[src/rtl/pipelined_controller.sv]
// Control path of the 5-stage ARM pipeline: Decode, E/M/W control flops
// and the NZCV flags register with Execute-stage condition evaluation.
module pipelined_controller (
    input  logic        clk,
    input  logic        reset,
    input  logic [19:0] InstrD,
    input  logic [3:0]  ALUFlags,
    input  logic        FlushE,
    output logic [1:0]  RegSrcD,
    output logic [1:0]  ImmSrcD,
    output logic        ALUSrcE,
    output logic [2:0]  ALUControlE,
    output logic        BranchTakenE,
    output logic        MemWriteM,
    output logic        MemtoRegW,
    output logic        PCSrcW,
    output logic        RegWriteW,
    output logic        MemtoRegE,
    output logic        RegWriteM,
    output logic        PCWrPendingF
);

    typedef enum logic [2:0] {
        ALU_ADD = 3'b000,
        ALU_SUB = 3'b001,
        ALU_AND = 3'b010,
        ALU_ORR = 3'b011
    } alu_e;

    typedef struct packed {
        logic       reg_write;
        logic       mem_write;
        logic       mem_to_reg;
        logic       branch;
        logic       alu_src;
        logic [2:0] alu_control;
        logic [1:0] flag_write;
        logic       pc_src;
        logic [3:0] cond;
    } id_ex_t;

    typedef struct packed {
        logic reg_write;
        logic mem_write;
        logic mem_to_reg;
        logic pc_src;
    } ex_mem_t;

    typedef struct packed {
        logic reg_write;
        logic mem_to_reg;
        logic pc_src;
    } mem_wb_t;

    logic [3:0] cond;
    logic [1:0] op;
    logic [5:0] funct;
    logic [3:0] cmd;
    logic [3:0] rd;
    logic       is_dp;
    logic       is_mem;
    logic       is_br;
    logic       unused_rn;

    assign cond      = InstrD[19:16];
    assign op        = InstrD[15:14];
    assign funct     = InstrD[13:8];
    assign cmd       = funct[4:1];
    assign rd        = InstrD[3:0];
    assign unused_rn = ^InstrD[7:4];

    assign is_dp  = (op == 2'b00);
    assign is_mem = (op == 2'b01);
    assign is_br  = (op == 2'b10);

    id_ex_t     dec;
    logic [1:0] reg_src_d;
    logic [1:0] imm_src_d;
    logic       is_cmp;
    logic       is_logic;
    alu_e       alu_d;

    always_comb begin
        alu_d    = ALU_ADD;
        is_cmp   = 1'b0;
        is_logic = 1'b0;
        if (is_dp) begin
            unique case (cmd)
                4'b0100: alu_d = ALU_ADD;
                4'b0010: alu_d = ALU_SUB;
                4'b0000: begin
                    alu_d    = ALU_AND;
                    is_logic = 1'b1;
                end
                4'b1100: begin
                    alu_d    = ALU_ORR;
                    is_logic = 1'b1;
                end
                4'b1010: begin
                    alu_d  = ALU_SUB;
                    is_cmp = 1'b1;
                end
                default: alu_d = ALU_ADD;
            endcase
        end
    end

    always_comb begin
        dec       = '0;
        reg_src_d = 2'b00;
        imm_src_d = 2'b00;
        dec.cond  = cond;
        unique case (1'b1)
            is_dp: begin
                dec.reg_write   = ~is_cmp;
                dec.alu_src     = funct[5];
                dec.alu_control = alu_d;
                // CMP updates flags even without the S bit
                if (funct[0] | is_cmp)
                    dec.flag_write = is_logic ? 2'b10 : 2'b11;
            end
            is_mem: begin
                dec.alu_src     = 1'b1;
                dec.alu_control = ALU_ADD;
                imm_src_d       = 2'b01;
                if (funct[0]) begin
                    dec.reg_write  = 1'b1;
                    dec.mem_to_reg = 1'b1;
                end else begin
                    dec.mem_write = 1'b1;
                    reg_src_d     = 2'b10;
                end
            end
            is_br: begin
                dec.branch      = 1'b1;
                dec.alu_src     = 1'b1;
                dec.alu_control = ALU_ADD;
                imm_src_d       = 2'b10;
                reg_src_d       = 2'b01;
            end
            default: dec = '0;
        endcase
        dec.pc_src = (rd == 4'b1111) & dec.reg_write;
    end

    id_ex_t     de;
    ex_mem_t    em;
    mem_wb_t    mw;
    logic [3:0] flags;
    logic       cond_ex;
    logic [1:0] flag_write_e;

    always_ff @(posedge clk or negedge reset) begin
        if (!reset) begin
            de <= '0;
        end else if (FlushE) begin
            de <= '0;
        end else begin
            de <= dec;
        end
    end

    always_comb begin
        logic n, z, c, v;
        {n, z, c, v} = flags;
        cond_ex = 1'b0;
        unique case (de.cond)
            4'b0000: cond_ex = z;
            4'b0001: cond_ex = ~z;
            4'b0010: cond_ex = c;
            4'b0011: cond_ex = ~c;
            4'b0100: cond_ex = n;
            4'b0101: cond_ex = ~n;
            4'b0110: cond_ex = v;
            4'b0111: cond_ex = ~v;
            4'b1000: cond_ex = c & ~z;
            4'b1001: cond_ex = ~c | z;
            4'b1010: cond_ex = (n == v);
            4'b1011: cond_ex = (n != v);
            4'b1100: cond_ex = ~z & (n == v);
            4'b1101: cond_ex = z | (n != v);
            4'b1110: cond_ex = 1'b1;
            4'b1111: cond_ex = 1'b0;
        endcase
    end

    assign flag_write_e = de.flag_write & {2{cond_ex}};

    // Flags change at the edge, so cond_ex above sees the pre-update value
    always_ff @(posedge clk or negedge reset) begin
        if (!reset) begin
            flags <= 4'b0000;
        end else begin
            if (flag_write_e[1])
                flags[3:2] <= ALUFlags[3:2];
            if (flag_write_e[0])
                flags[1:0] <= ALUFlags[1:0];
        end
    end

    always_ff @(posedge clk or negedge reset) begin
        if (!reset) begin
            em <= '0;
        end else begin
            em.reg_write  <= de.reg_write & cond_ex;
            em.mem_write  <= de.mem_write & cond_ex;
            em.mem_to_reg <= de.mem_to_reg;
            em.pc_src     <= de.pc_src & cond_ex;
        end
    end

    always_ff @(posedge clk or negedge reset) begin
        if (!reset) begin
            mw <= '0;
        end else begin
            mw.reg_write  <= em.reg_write;
            mw.mem_to_reg <= em.mem_to_reg;
            mw.pc_src     <= em.pc_src;
        end
    end

    assign RegSrcD      = reg_src_d;
    assign ImmSrcD      = imm_src_d;
    assign ALUSrcE      = de.alu_src;
    assign ALUControlE  = de.alu_control;
    assign BranchTakenE = de.branch & cond_ex;
    assign MemtoRegE    = de.mem_to_reg;
    assign MemWriteM    = em.mem_write;
    assign RegWriteM    = em.reg_write;
    assign MemtoRegW    = mw.mem_to_reg;
    assign RegWriteW    = mw.reg_write;
    assign PCSrcW       = mw.pc_src;
    assign PCWrPendingF = dec.pc_src | de.pc_src | em.pc_src;

endmodule

[config.mk]
export PLATFORM = sky130hd
export DESIGN_NAME = pipelined_controller
export DESIGN_NICKNAME = d
export VERILOG_FILES = /design/src/rtl/pipelined_controller.sv
export SDC_FILE = /design/constraint.sdc
export NUM_CORES = 1
export LEC_CHECK = 0
export ABC_AREA = 1
export ABC_CLOCK_PERIOD_IN_PS = 2200
export CORE_UTILIZATION = 44
export CTS_CLUSTER_DIAMETER = 30
export DETAILED_ROUTE_END_ITERATION = 8
export PLACE_DENSITY = 0.79
export SYNTH_ARGS = -nofsm -noshare
export SYNTH_HDL_FRONTEND = slang
export SYNTH_SLANG_ARGS = --single-unit
[constraint.sdc]
create_clock -name clk -period 2.2 [get_ports clk]
set_clock_uncertainty 0.1 [all_clocks]
set_input_delay 0.55 -clock clk [delete_from_list [all_inputs] [get_ports clk]]
set_output_delay 0.55 -clock clk [all_outputs]
set_load 0.02 [all_outputs]
==> results of run 1 <==
worst reg2reg max path, cell delays in order, from the launching register on:
cell,delay (ps)
dfrtp_2,500
nand2_1,90
o21ai_1,70
or2_1,240
nand3_1,70
nand2_1,70
inv_2,60
nand2_4,50
buf_4,150
nand3_2,70
nand2_1,60
nand2_1,60
state kept, by name, summed over array words and instances, names as in the netlist:
register / flops
em: 2
RegWriteM: 1
RegWriteW: 1
MemtoRegE: 1
MemtoRegW: 1
ALUSrcE: 1
MemWriteM: 1
flags: 4
ALUControlE: 2
de: 10
PCSrcW: 1
power breakdown:
part	total (uW)	internal (uW)	switching (uW)
Combinational	424	205	218
Sequential	551	503	48.3
Clock	195	67.8	127
Total	1170	776	394
layer usage:
metal	routed length (um)	GRT usage, %
met5	0	0
met4	48	9.58
met3	124	4.10
met2	1700	43.8
met1	1080	19.6
repair_timing:
| action | CTS | global route |
|---|---|---|
| setup endpoints to repair | 6 | 4 |
| endpoints found under the hold margin | 0 | 0 |
| setup buffers | 6 | 0 |
| pin swaps | 7 | 3 |
| gates resized for setup | 37 | 17 |
stage by stage:
step           setup WS (ps)  TNS [ps]  hold WS (ps)  cells  instance area [um^2]
6_report                -119      -119           272    244                  1910
5_1_grt                 -271      -276           291    244                  1910
4_1_cts                 -115      -115           278    244                  1860
3_5_place_dp            -732     -3150           247    234                  1780
3_3_place_gp            -679     -2870           233    234                  1780
2_1_floorplan            150         0           154    151                  1240
layout make-up:
| cell class | instances | area, um^2 | area share (%) |
|---|---|---|---|
| flip-flops and latches | 25 | 628 | 32.8 |
| multi-input cells | 97 | 567 | 29.6 |
| repair buffers | 64 | 564 | 29.5 |
| inverters | 24 | 90.1 | 4.71 |
| well taps | 30 | 37.5 | 1.96 |
| clock buffers | 3 | 22.5 | 1.18 |
| clock inverters | 1 | 5.00 | 0.261 |
final timing paths:
kind	slack, ps	cells past startpoint	end	startpoint
max	-120	10	BranchTakenE	de[1]$_DFF_PN0_
max reg2reg	570	11	flags[2]$_DFFE_PN0P_	de[1]$_DFF_PN0_
min reg2reg	270	0	MemtoRegW$_DFF_PN0_	em[1]$_DFF_PN0_
max in group asynchronous	1270	2	de[1]$_DFF_PN0_	reset
min in group asynchronous	470	2	em[0]$_DFF_PN0_	reset
min	270	0	MemtoRegW$_DFF_PN0_	em[1]$_DFF_PN0_
placed cells by master (no fill, tap or decap):
cell type and instances:
o21a_1 1, clkdlybuf4s15_1 3, o21ai_0 4, nand3_2 3, buf_4 28, buf_6 2
dfrtp_2 2, nor3_2 1, conb_1 1, clkbuf_2 1, dlymetal6s2s_1 1, nand2_1 30
nor2_2 1, or2_1 1, nor3_4 1, inv_1 19, dlygate4sd2_1 5, nor2_1 20
nand2_4 2, nand3_1 6, clkdlybuf4s50_1 24, nor2_4 1, a21o_1 1, nand4_1 6
nand2_2 6, nor3_1 1, ha_1 4, nor3b_1 1, ha_4 2, dfrtp_1 23
inv_2 5, clkinv_2 1, o21ai_1 1, a21oi_1 3, clkbuf_4 3
kinds of logic after synthesis:
kind of cell / Yosys count / share of synthesized area, %
flops: 25 / 50.3
simple gates: 80 / 29.0
buf+inv: 29 / 9.95
other cells: 1 / 0.301
fa+ha+maj: 6 / 6.03
compound gates: 10 / 4.42
==> flow_summary_export.csv, run 1 <==
group,metric,value,unit
outcome,status,"complete, but fails checks",
outcome,violations,"setup timing",
synthesis,yosysSeqAreaShare,50.3,%
power,leakagePower,0.000990,uW
critical_path,critical-path-max-stage-delay,500,ps
place,dpl.hpwl,2180,um
floorplan,die_y,55.2,um
critical_path,path_cells,"nand2_1 > o21ai_1 > or2_1 > nand3_1 > nand2_1 > inv_2 > nand2_4 > nand2_4 > nor2_4 > buf_6",
sta,setup_viol,1,
synthesis,postSynth.asyncResetShare,100,%
grt,grt-ovfl-total,0,
critical_path,path_delay_family,"simple AND/OR/NAND/NOR gates",
routing,drtAntennaViolNets,0,
synthesis,synth_fp_nets,184,
final_layout,fill_cells,190,
sta,min_period,2320,ps
critical_path,worstPathRequired,1550,ps
clock_network,cts_sinks,25,
synthesis,yosys.area.top_type_share,50.3,%
routing,wl_per_cell,12.1,um
synthesis,yosys.area.top_type,"dfrtp_1",
sta,rsz0062_at_grt,"yes",
critical_path,crit_path_max_fanout,8,
critical_path,cp_num_buf_inv,2,
final_layout,synthToLayoutAreaGrowth,53.8,%
sta,fmax,0.431,GHz
place,gp_congestion,0.771,
synthesis,synth_commonest_cells,"nand2_1, dfrtp_1, inv_1, nor2_1, nand3_1",
synthesis,syn_inst,151,
clock_network,insertion_delay,310,ps
critical_path,setup.worst_path.class,"reg -> out",
power,finalPower,1170,uW
synthesis,synth_edf_count,0,
clock_network,clk_pin_slew_worst_paths,130,ps
sta,finalHoldViolations,0,
synthesis,ys_top_cells_by_area,"dfrtp_1, nand2_1, inv_1",
clock_network,cts-htree-levels,1,
grt,grt_max_degree,26,
min_path,hold_path_class,"reg -> reg",
routing,drc,0,
grt,grt_pass1_wl,4570,um
sta,finalWorstSetupSlack,-119,ps
place,numPortBuffers,37,
floorplan,coreArea,2570,um^2
grt,grt_pass1_vias,1202,
floorplan,die_w,55.2,um
final_layout,diodes,0,
floorplan,floorplan.rows,18,
clock_network,cts_root_buf,"clkbuf_4",
routing,drt_iter0_drc,24,
critical_path,critical_path_arrival,1670,ps
clock_network,holdBufCountCts,0,
routing,dr.pass1.iters,4,
synthesis,ys_seq_elements,25,
grt,antenna_found_initial,0,
synthesis,ys_types,23,
routing,viasPerCell,4.91,
synthesis,yosysMostFrequentCell,"nand2_1",
clock_network,cts_tree,"yes",
clock_network,cts_buffers,3,
final_layout,finish.utilization,74.6,%
final_layout,drive_gt1_share,27.6,%
critical_path,worstSetupStartpointType,"register",
synthesis,syn_area_per_cell,8.24,um^2
job,cap_viol_max_count,0,
power,ir_worst_vdd,0.503,mV
sta,maxSlewViolCount,0,
floorplan,die_area,3050,um^2
floorplan,ios,43,
routing,num_vias,1197,
synthesis,synth_ff_type,"dfrtp_1",
sta,post-route-period-util,105,%
routing,wl,2950,um
critical_path,cp_slowest_cell,"dfrtp_2",
final_layout,layout.nets,248,
grt,track_usage,21.3,%
power,power.density,611,nW/um^2
critical_path,end_kind,"output pin",
synthesis,synth_area,1240,um^2
floorplan,start_util,48.5,%
clock_network,cts_max_path_buffers,2,
synthesis,yosysWarnings,0,
No activity file was read; power rests on OpenSTA's default activity.
==> run 2, diff against run 1 <==
--- a/config.mk
+++ b/config.mk
@@ -7,6 +7,7 @@
 export LEC_CHECK = 0
 export ABC_AREA = 1
 export ABC_CLOCK_PERIOD_IN_PS = 2200
+export CAP_MARGIN = 20
 export CORE_UTILIZATION = 44
 export CTS_CLUSTER_DIAMETER = 30
 export DETAILED_ROUTE_END_ITERATION = 8
==> results of run 2 <==
The final DEF is identical to that of run 1; final timing and power are the same.
